## config.mk

```make
export PLATFORM = sky130hd
export DESIGN_NAME = alu_issue_queue
export DESIGN_NICKNAME = d
export VERILOG_FILES = /design/src/rtl/alu_issue_queue.sv
export SDC_FILE = /design/constraint.sdc
export NUM_CORES = 1
export LEC_CHECK = 0
export CORE_MARGIN = 1
export CORE_UTILIZATION = 57
export CTS_BUF_LIST = sky130_fd_sc_hd__clkbuf_4
export CTS_CLUSTER_DIAMETER = 150
export DETAILED_ROUTE_END_ITERATION = 12
export PLACE_DENSITY_LB_ADDON = 0.15
export SLEW_MARGIN = 20
export SYNTH_ARGS = -nofsm -noshare
export SYNTH_HDL_FRONTEND = slang
export SYNTH_SLANG_ARGS = --single-unit
```

## constraint.sdc

```tcl
create_clock -name clk -period 3.6 [get_ports clk]
set_clock_uncertainty 0.15 [all_clocks]
set_input_delay 0.72 -clock clk [delete_from_list [all_inputs] [get_ports clk]]
set_output_delay 0.72 -clock clk [all_outputs]
set_load 0.02 [all_outputs]
```

## src/rtl/alu_issue_queue.sv

```systemverilog
// Command issue / response collection stage around the two-cycle pipelined ALU.
// Optional macro ALU_ISSUE_TAG_EN carries cmd_tag through to rsp_tag; otherwise rsp_tag is a pop sequence count.
module alu_issue_queue #(
    parameter int WIDTH   = 8,
    parameter int DEPTH   = 4,
    parameter int ALU_LAT = 2
) (
    input  logic             clk,
    input  logic             rst_n,
    input  logic             cmd_valid,
    output logic             cmd_ready,
    input  logic [3:0]       cmd_opcode,
    input  logic [WIDTH-1:0] cmd_a,
    input  logic [WIDTH-1:0] cmd_b,
    input  logic [4:0]       cmd_shift,
    input  logic [3:0]       cmd_tag,
    output logic [3:0]       alu_opcode,
    output logic [WIDTH-1:0] alu_input1,
    output logic [WIDTH-1:0] alu_input2,
    output logic [4:0]       alu_shift,
    input  logic [WIDTH-1:0] alu_result,
    input  logic [3:0]       alu_flags,
    output logic             rsp_valid,
    input  logic             rsp_ready,
    output logic [WIDTH-1:0] rsp_result,
    output logic [3:0]       rsp_flags,
    output logic [3:0]       rsp_tag,
    output logic             busy
);

    localparam int AW = (DEPTH > 1) ? $clog2(DEPTH) : 1;
    localparam int CW = $clog2(DEPTH + 1);
    localparam int LW = $clog2(ALU_LAT + 1);

    logic [3:0]       cq_op_r  [DEPTH];
    logic [WIDTH-1:0] cq_a_r   [DEPTH];
    logic [WIDTH-1:0] cq_b_r   [DEPTH];
    logic [4:0]       cq_sh_r  [DEPTH];
    logic [WIDTH-1:0] rq_res_r [DEPTH];
    logic [3:0]       rq_flg_r [DEPTH];

    logic [CW-1:0]      cmd_count_r, rsp_count_r;
    logic [LW-1:0]      inflight_r;
    logic [AW-1:0]      cmd_wr_r, cmd_rd_r, rsp_wr_r, rsp_rd_r;
    logic [ALU_LAT-1:0] line_vld_r;

    logic        push_s, issue_s, capture_s, pop_s;
    logic [CW:0] used_s;

    // Credits count both undrained responses and results still in the ALU, so a capture never finds the response FIFO full.
    assign used_s    = {1'b0, rsp_count_r} + (CW+1)'(inflight_r);
    assign cmd_ready = (cmd_count_r != CW'(DEPTH));
    assign push_s    = cmd_valid && cmd_ready;
    assign issue_s   = (cmd_count_r != {CW{1'b0}}) && (used_s < (CW+1)'(DEPTH));
    assign capture_s = line_vld_r[ALU_LAT-1];
    assign rsp_valid = (rsp_count_r != {CW{1'b0}});
    assign pop_s     = rsp_valid && rsp_ready;
    assign busy      = (cmd_count_r != {CW{1'b0}}) || (inflight_r != {LW{1'b0}}) ||
                       (rsp_count_r != {CW{1'b0}});

    assign rsp_result = rq_res_r[rsp_rd_r];
    assign rsp_flags  = rq_flg_r[rsp_rd_r];

    // Pointers, occupancy counters and the in-flight valid line.
    always_ff @(posedge clk or negedge rst_n) begin
        if (!rst_n) begin
            cmd_count_r <= {CW{1'b0}};
            rsp_count_r <= {CW{1'b0}};
            inflight_r  <= {LW{1'b0}};
            cmd_wr_r    <= {AW{1'b0}};
            cmd_rd_r    <= {AW{1'b0}};
            rsp_wr_r    <= {AW{1'b0}};
            rsp_rd_r    <= {AW{1'b0}};
            line_vld_r  <= {ALU_LAT{1'b0}};
        end else begin
            cmd_count_r <= cmd_count_r + CW'(push_s) - CW'(issue_s);
            rsp_count_r <= rsp_count_r + CW'(capture_s) - CW'(pop_s);
            inflight_r  <= inflight_r + LW'(issue_s) - LW'(capture_s);
            if (push_s)    cmd_wr_r <= cmd_wr_r + AW'(1'b1);
            if (issue_s)   cmd_rd_r <= cmd_rd_r + AW'(1'b1);
            if (capture_s) rsp_wr_r <= rsp_wr_r + AW'(1'b1);
            if (pop_s)     rsp_rd_r <= rsp_rd_r + AW'(1'b1);
            line_vld_r[0] <= issue_s;
            for (int i = 1; i < ALU_LAT; i++) begin
                line_vld_r[i] <= line_vld_r[i-1];
            end
        end
    end

    // FIFO payload storage; validity is tracked entirely by the counters above.
    always_ff @(posedge clk) begin
        if (push_s) begin
            cq_op_r[cmd_wr_r] <= cmd_opcode;
            cq_a_r[cmd_wr_r]  <= cmd_a;
            cq_b_r[cmd_wr_r]  <= cmd_b;
            cq_sh_r[cmd_wr_r] <= cmd_shift;
        end
        if (capture_s) begin
            rq_res_r[rsp_wr_r] <= alu_result;
            rq_flg_r[rsp_wr_r] <= alu_flags;
        end
    end

    // ALU drive registers; idle cycles present a harmless AND of zeros.
    always_ff @(posedge clk or negedge rst_n) begin
        if (!rst_n) begin
            alu_opcode <= 4'd3;
            alu_input1 <= {WIDTH{1'b0}};
            alu_input2 <= {WIDTH{1'b0}};
            alu_shift  <= 5'd0;
        end else if (issue_s) begin
            alu_opcode <= cq_op_r[cmd_rd_r];
            alu_input1 <= cq_a_r[cmd_rd_r];
            alu_input2 <= cq_b_r[cmd_rd_r];
            alu_shift  <= cq_sh_r[cmd_rd_r];
        end else begin
            alu_opcode <= 4'd3;
            alu_input1 <= {WIDTH{1'b0}};
            alu_input2 <= {WIDTH{1'b0}};
            alu_shift  <= 5'd0;
        end
    end

`ifdef ALU_ISSUE_TAG_EN
    logic [3:0] cq_tag_r   [DEPTH];
    logic [3:0] line_tag_r [ALU_LAT];
    logic [3:0] rq_tag_r   [DEPTH];

    // Tag travels alongside its command; the valid line decides whether it is kept.
    always_ff @(posedge clk) begin
        if (push_s)    cq_tag_r[cmd_wr_r] <= cmd_tag;
        if (capture_s) rq_tag_r[rsp_wr_r] <= line_tag_r[ALU_LAT-1];
        line_tag_r[0] <= cq_tag_r[cmd_rd_r];
        for (int i = 1; i < ALU_LAT; i++) begin
            line_tag_r[i] <= line_tag_r[i-1];
        end
    end

    assign rsp_tag = rq_tag_r[rsp_rd_r];
`else
    logic [3:0] seq_r;
    logic       unused_tag_s;

    // Response sequence number, advanced by each pop.
    always_ff @(posedge clk or negedge rst_n) begin
        if (!rst_n) begin
            seq_r <= 4'd0;
        end else if (pop_s) begin
            seq_r <= seq_r + 4'd1;
        end else begin
            seq_r <= seq_r;
        end
    end

    assign unused_tag_s = ^cmd_tag;
    assign rsp_tag      = seq_r;
`endif

endmodule

```

======== Word-level counts from Yosys, hierarchy flattened ========
Memories as Yosys holds them, arrays and structs flattened.
Index checks and enable logic that the tools add are counted.
cells by class
  $lt $le $gt $ge ......................... 1
  reduce and logical (&&, ||, !) cells .... 8
  add/sub/neg operators ................... 12
  mux-type cells .......................... 8
  equal/unequal tests ..................... 1
operators by type and width
  kind                 count
  $mux 8               2
  $add 2x1->2 const B  4
  $add 3x1->3          2
  $reduce_bool 3->1    2
  $sub 3x1->3          2
  $mux 5               1
  $add 3x2->4          1
  $add 4x1->4 const B  1
  $lt 4x3->1 const B   1
  $mux 1               4
  $mux 4               1
  $logic_and 1x1->1    3
  $ne 3x3->1 const B   1
  $add 2x1->2          1
  $logic_or 1x1->1     2
  $reduce_bool 2->1    1
  $sub 2x1->2          1
word-level totals
  memories kept ........................... 6
  input port bits ......................... 45
  RAM bits ................................ 148
  output and inout bits ................... 44
  word-level logic and storage cells ...... 49
  register bits after elaboration ......... 47
memory list
  name      words  bits a word  rd ports  clocked after memory_dff  wr ports  line  text
  cq_a_r    4      8            1         0                         1         36    logic [WIDTH-1:0] cq_a_r [DEPTH];
  cq_b_r    4      8            1         0                         1         37    logic [WIDTH-1:0] cq_b_r [DEPTH];
  rq_res_r  4      8            1         0                         1         39    logic [WIDTH-1:0] rq_res_r [DEPTH];
  cq_sh_r   4      5            1         0                         1         38    logic [4:0] cq_sh_r [DEPTH];
  cq_op_r   4      4            1         0                         1         35    logic [3:0] cq_op_r [DEPTH];
  rq_flg_r  4      4            1         0                         1         40    logic [3:0] rq_flg_r [DEPTH];

======== Logic depth before layout (Yosys ltp) ========
Gate-level depths: netlist of run 1.
  depth in word-level cells ............... 5
  gate-level depth with buffers ........... 13
  depth with buffers taken out ............ 11

======== Worst setup path before layout of run 1 ========
OpenSTA, ideal clock, no wires.
  kind .................................... flip-flop to flip-flop
  start point ............................. register rsp_count_r[1]
  end point ............................... register cmd_count_r[2]
  setup slack ............................. 0.736 ns
  clock period less this slack ............ 2.864 ns
  buffers on the path ..................... 2
  required time ........................... 3.322 ns
  cell stages (with the launch flop) ...... 14
  data arrival time ....................... 2.586 ns
  setup time .............................. 0.128 ns
  cells stage by stage .................... dfrtp_1 ha_1 a311o_1 or2_1 buf_6 buf_12 inv_1 ha_1 inv_1 ha_1 inv_1 fa_1 xnor2_1 xnor2_1
between the ends
  word-level cells in the longest chain between the ends .. 4
RTL lines
  element                 line  text
  start, declared         42    logic [CW-1:0] cmd_count_r, rsp_count_r;
  start signal, assigned  68    rsp_count_r <= {CW{1'b0}};
  start signal, assigned  77    rsp_count_r <= rsp_count_r + CW'(capture_s) - CW'(pop_s);
  $add 3x2->4             51    assign used_s = {1'b0, rsp_count_r} + (CW+1)'(inflight_r);
  $lt 4x3->1              54    assign issue_s = (cmd_count_r != {CW{1'b0}}) && (used_s < (CW+1)'(DEPTH));
  $logic_and 1x1->1       54
  net issue_s             47    logic push_s, issue_s, capture_s, pop_s;
  $sub 3x1->3             76    cmd_count_r <= cmd_count_r + CW'(push_s) - CW'(issue_s);
  end signal, assigned    67    cmd_count_r <= {CW{1'b0}};
  end signal, assigned    76
  end, declared           42
The timed path passes the listed nets, and every way through them passes these cells.
A chain may end at the register's enable or synchronous reset.

======== Final worst setup path of run 1 ========
  start point ............................. register rsp_rd_r[0]
  end point ............................... output rsp_flags[0]
between the ends
  word-level cells in the longest chain between the ends .. 1
RTL lines
  element                 line  text
  start, declared         44    logic [AW-1:0] cmd_wr_r, cmd_rd_r, rsp_wr_r, rsp_rd_r;
  start signal, assigned  73    rsp_rd_r <= {AW{1'b0}};
  start signal, assigned  82    if (pop_s) rsp_rd_r <= rsp_rd_r + AW'(1'b1);
  $mem_v2 4x4             -
  end, declared           26    output logic [3:0] rsp_flags,
No other way between the ends.

==> results of run 1 <==
-- state kept, by name (all words and copies together) (netlist names) --
register and count:
rsp_rd_r 2, cq_b_r 32, cmd_count_r 3, inflight_r 2
rsp_count_r 3, alu_shift 5, rq_res_r 32, alu_opcode 4
rsp_tag 4, cq_a_r 32, rq_flg_r 16, cmd_rd_r 2
line_vld_r 2, cq_sh_r 20, alu_input2 8, rsp_wr_r 2
alu_input1 8, cmd_wr_r 2, cq_op_r 16
-- per-layer routing --
layer  vias up  wire length, um  track usage
met1      1734             4860        0.242
met5         -                0            0
met3        12              565       0.0528
met2        82             5860        0.319
met4         0              133       0.0692
li1       1512                -            -
-- how the worst max path moves through the flow --
stage	start	endpoint	slack [ns]	depth (start not counted)
floorplan	rsp_count_r[1]	cmd_count_r[2]	0.74	13
global placement	cmd_valid	cmd_count_r[2]	0.74	10
detailed placement	cmd_valid	cmd_count_r[2]	0.66	10
CTS	rsp_rd_r[0]	rsp_flags[0]	0.12	3
global route	rsp_rd_r[0]	rsp_flags[0]	0.05	3
finish	rsp_rd_r[0]	rsp_flags[0]	0.22	3
-- stage by stage --
| step | setup slack [ns] | std cells |
|---|---|---|
| 2_1_floorplan | 0.736 | 342 |
| 3_3_place_gp | 0.737 | 594 |
| 3_5_place_dp | 0.659 | 594 |
| 4_1_cts | 0.120 | 623 |
| 5_1_grt | 0.0453 | 623 |
| 6_report | 0.218 | 623 |
-- layout make-up --
type | instances | area [um2] | share of cell area
Timing Repair Buffer | 93 | 903 | 0.104
Tap cell | 172 | 215 | 0.0249
Clock buffer | 21 | 158 | 0.0182
Clock inverter | 8 | 66.3 | 0.00766
Multi-Input combinational cell | 120 | 1640 | 0.189
Sequential cell | 195 | 5620 | 0.650
Inverter | 14 | 52.6 | 0.00607
-- layout by cell type, fill, tap and decap left out, types with 9 or more instances in the layout --
cell type,count
buf_4,9
clkbuf_4,21
clkdlybuf4s50_1,83
dfrtp_1,44
edfxtp_1,148
ha_1,16
inv_1,14
mux4_2,37
nor2b_1,9
xnor2_1,9
-- logic make-up (layout without fill, tap and decap cells) --
family                   after synthesis  in the layout  synth area share
flip-flops                           195            195             0.758
AND/OR/NAND/NOR                       45             45            0.0486
adder cells (fa/ha/maj)               18             18            0.0324
multiplexers                          39             39             0.116
buffers and inverters                 27            136            0.0213
AO/OA/AOI/OAI                          3              3           0.00337
XOR/XNOR                              15             15            0.0202
-- power by group through the flow --
stage	registers [mW]	logic, mW	clock network (mW)
final	3.38	2.36	0.981
after global routing	3.45	2.60	1.10
after CTS	3.40	2.41	1.01
after detailed placement	3.45	2.41	0
after global placement	3.42	2.35	0
after floorplan	3.34	1.74	0
==> flow_metrics.tcl, run 1 <==
set metrics [dict create \
    outcome "finished, final reports clean" \
    drt_iter0_drc 172 \
    peakVddDrop_mv 0.403 \
    synthTopCellsByArea "edfxtp_1 (60%), dfrtp_1 (15%), mux4_2 (11%)" \
    cts_buffers 17 \
    crit_slowest_cell "dfrtp_1" \
    powerDensity_nw_per_um2 776 \
    htree_levels 4 \
    synth_common_cells "edfxtp_1 (148), dfrtp_1 (45), mux4_2 (37), ha_1 (16), inv_1 (14)" \
    fmax_mhz 296 \
    gp_congestion 0.701 \
    ctsResizeCount 0 \
    cts_setup_buffers 0 \
    crit_buf_inv 2 \
    firstDrtPassIters 4 \
    synth.top_cell.area_share 0.599 \
    die_width_um 116 \
    cp_max_fo 8 \
    slew_violations 0 \
    dieArea_um2 13500 \
    switching_share 0.310 \
    synth_area_leader_cell "edfxtp_1" \
    min_path_type "input port to asynchronous set/reset pin" \
    cts_tree "yes" \
    cp_data_required_time_ns 2.73 \
    slew_headroom 0.376 \
    rsz0062_at_grt "no" \
    overflow 0 \
    antenna_found_initial 0 \
    synth-edff-count 148 \
    timing.rr.start "rsp_count_r[1]" \
    seq_area_frac_synth 0.758 \
    period_needed_ns 3.38 \
    port-buffer-count 84 \
    p_int_mw 4.64 \
    finalSetupTns_ns 0 \
    power_switching_mw 2.08 \
    hold_slack_ns 0.157 \
    layout-drive-gt1-share 0.224 \
    p_total_mw 6.72 \
    finalSetupViolations 0 \
    reg2reg_depth 11 \
    cpPeakStageDelay_ns 0.60 \
    synth_warnings 0 \
    maxCapViolCount 0 \
    wirelength_um 11400 \
    die_h_um 116 \
    clk_latency_ns 0.54 \
    setup.worst_path.end_class "output pin" \
    fillers 845 \
    pin_count 89 \
    tightest_slew_ns 0.936 \
    start_kind "flop" \
    start_util 0.585 \
    ff2ff_setup_slack_ns 0.77 \
    cp_top_family "buffers and inverters" \
    drt-wirelength-per-cell_um 18.3 \
    critical_path_arrival_ns 2.51 \
    final_cell_area_um2 8650 \
    cts.sinks 195 \
    synth_most_common_cell "edfxtp_1" \
    antenna_left 0 \
    vias 3340 \
    synth_fp_nets 405 \
    reg2reg_to "cmd_count_r[2]" \
    period_share 0.939 \
    rows 41 \
    grt_max_degree 40 \
    grt_first_pass_wirelength_um 18200 \
    dp_hpwl_um 7160 \
    ys_seq_elements 195 \
    crit_type "flop to output pin" \
    path_cells "buf_4 > mux4_2 > clkdlybuf4s50_1" \
    p_comb_frac 0.352 \
    async_reset_ff_frac 0.241 \
    post_drt_via_cell_ratio 5.36 \
    postPlaceCellArea_um2 8430 \
    cts_buffer_depth 2 \
    nNetsFinal 504 \
    cts_hold_buf 0 \
    cts.clk_slew.worst_paths_ns 0.13 \
    core-area_um2 12700 \
    drc 0 \
    syn_area_um2 7420 \
    antenna_cells 0 \
    syn2layout_area_growth_pct 16.7 \
    synthFlopType "edfxtp_1" \
    p_seq_frac 0.502 \
    leakage_nw 3.12 \
    clockPowerShare 0.146 \
    hold_violations 0 \
    synth_cell_types 37 \
    gr-usage-all-layers 0.191 \
    syn_avg_cell_area_um2 21.7 \
    netlist_instances 342 \
    final_core_util 0.683 \
    grt_pass1_vias 3526 \
    ctsRootBufferMaster "clkbuf_4" \
]
(Power assumes the default switching activity.)
==> run 2, diff against run 1 <==
--- a/config.mk
+++ b/config.mk
@@ -5,12 +5,11 @@
 export SDC_FILE = /design/constraint.sdc
 export NUM_CORES = 1
 export LEC_CHECK = 0
-export CORE_MARGIN = 1
 export CORE_UTILIZATION = 57
 export CTS_BUF_LIST = sky130_fd_sc_hd__clkbuf_4
 export CTS_CLUSTER_DIAMETER = 150
 export DETAILED_ROUTE_END_ITERATION = 12
-export PLACE_DENSITY_LB_ADDON = 0.15
+export PLACE_DENSITY_LB_ADDON = 0.25
 export SLEW_MARGIN = 20
 export SYNTH_ARGS = -nofsm -noshare
 export SYNTH_HDL_FRONTEND = slang
==> flow_metrics.tcl, run 2 (synthesis gave the netlist of run 1 again) <==
set metrics [dict create \
    outcome "finished, final reports clean" \
    period_needed_ns 3.31 \
    final_common_cell "edfxtp_1" \
    grt_first_pass_wirelength_um 18700 \
    timing.rr.start "rsp_count_r[1]" \
    post_drt_via_cell_ratio 5.36 \
    drt-wirelength-per-cell_um 19.2 \
    peakVddDrop_mv 0.399 \
    tightest_slew_ns 1.06 \
    cp_data_required_time_ns 2.73 \
    antenna_left 0 \
    drc 0 \
    leakage_nw 3.13 \
    rsz0062_at_grt "no" \
    holdPathStages 0 \
    grt_pass1_vias 3579 \
    min_path_type "flop to flop" \
    wl_met1_um 4810 \
    crit_type "flop to output pin" \
    dp.cells 594 \
    cts_tree "yes" \
    reg2reg_depth 11 \
    period_share 0.919 \
    largest_registers "cq_a_r x32, cq_b_r x32, rq_res_r x32" \
    maxCapViolCount 0 \
    powerDensity_nw_per_um2 788 \
    gr-usage-all-layers 0.198 \
    nNetsFinal 505 \
    finalSetupTns_ns 0 \
    start_util 0.585 \
    finalSetupViolations 0 \
    hold_violations 0 \
    firstDrtPassIters 4 \
    layout_common_cells "edfxtp_1 (148), clkdlybuf4s50_1 (83), dfrtp_1 (44)" \
    rows 41 \
    fin_cells 627 \
    cts.clk_slew.worst_paths_ns 0.13 \
    cts.sinks 195 \
    dp_hpwl_um 7770 \
    htree_levels 4 \
    vias 3359 \
    top_layer_used "met4" \
    setup.worst_path.end_class "output pin" \
    fmax_mhz 302 \
    wl_met3_um 456 \
    cp_max_fo 10 \
    dieArea_um2 13500 \
    port-buffer-count 84 \
    start_kind "flop" \
    core-area_um2 12700 \
    grt_max_degree 26 \
    clk_latency_ns 0.55 \
    wirelength_um 12100 \
    layout-drive-gt1-share 0.222 \
    wl_met2_um 6660 \
    antenna_cells 0 \
    final_core_util 0.687 \
    antenna_found_initial 0 \
    min_to "line_vld_r[1]" \
    critical_path_arrival_ns 2.44 \
    cts_buffers 17 \
    die_width_um 116 \
    syn2layout_area_growth_pct 17.5 \
    slew_violations 0 \
    reg2reg_to "cmd_count_r[2]" \
    min_from "line_vld_r[0]" \
    die_h_um 116 \
    cts_buffer_depth 2 \
    slew_headroom 0.296 \
    overflow 0 \
    gp_congestion 0.735 \
    ff2ff_setup_slack_ns 0.77 \
    drt_iter0_drc 190 \
    ctsRootBufferMaster "clkbuf_4" \
    pin_count 89 \
]
## run 2: cell types whose count changed in the layout (fill, tap and decap cells not counted)
cell / delta
clkinv_4: +2
dlygate4sd3_1: +1
clkinv_2: -4
clkinv_1: +3
clkinvlp_4: +1
bufinv_16: +1
## run 2: how the worst max path moves through the flow
stage	endpoint	from	cells past startpoint	slack [ns]
after floorplan	cmd_count_r[2]	rsp_count_r[1]	13	0.74
after global placement	cmd_count_r[2]	cmd_valid	10	0.72
after detailed placement	cmd_count_r[2]	cmd_valid	10	0.65
after CTS	rsp_flags[1]	rsp_rd_r[0]	3	0.21
after global routing	rsp_flags[3]	rsp_rd_r[0]	3	0.12
final	rsp_result[7]	rsp_rd_r[0]	3	0.29
## run 2: what timing repair did
| action | 4_1_cts | 5_1_grt |
|---|---|---|
| gates resized for setup | 0 | 0 |
| hold buffers | 1 | 0 |
| setup buffers | 0 | 0 |
| endpoints found under the hold margin | 17 | 0 |
## run 2: final cells by class
| class | instances | area (um2) |
|---|---|---|
| inverters | 14 | 52.6 |
| well taps | 172 | 215 |
| fillers | 840 | 3960 |
| multi-input cells | 120 | 1640 |
| clock inverters | 11 | 113 |
| repair buffers | 94 | 913 |
| flip-flops and latches | 195 | 5620 |
| clock buffers | 21 | 158 |
## run 2: power breakdown
part,switching [mW],internal (mW)
clock network,0.655,0.435
registers,0.384,3.00
logic,1.10,1.29
total,2.13,4.73
## run 2: through the flow
stage	worst slack, ns	total power, mW	cell area, um2	hold slack (ns)
finish	0.292	6.86	8710	0.216
global route	0.118	7.26	8710	0.221
CTS	0.209	6.96	8710	0.219
detailed placement	0.654	5.88	8430	0.189
global placement	0.723	5.77	8430	0.183
floorplan	0.736	5.08	7420	0.181
## run 2: metal layers
layer / vias to the layer above / global-route usage
met5: - / 0
met2: 67 / 0.349
met4: 0 / 0.0709
li1: 1521 / -
met3: 11 / 0.0507
met1: 1760 / 0.237
## run 2: worst max-delay path, stage by stage, from the launching register on
cell	delay, ns
dfrtp_1	0.52
buf_4	0.29
mux4_2	0.53
clkdlybuf4s50_1	0.55
==> run 3, diff against run 2 <==
--- a/config.mk
+++ b/config.mk
@@ -5,6 +5,7 @@
 export SDC_FILE = /design/constraint.sdc
 export NUM_CORES = 1
 export LEC_CHECK = 0
+export CAP_MARGIN = 20
 export CORE_UTILIZATION = 57
 export CTS_BUF_LIST = sky130_fd_sc_hd__clkbuf_4
 export CTS_CLUSTER_DIAMETER = 150
==> results of run 3 <==
Same layout as run 2: the final DEF is identical, and so are final timing and power.
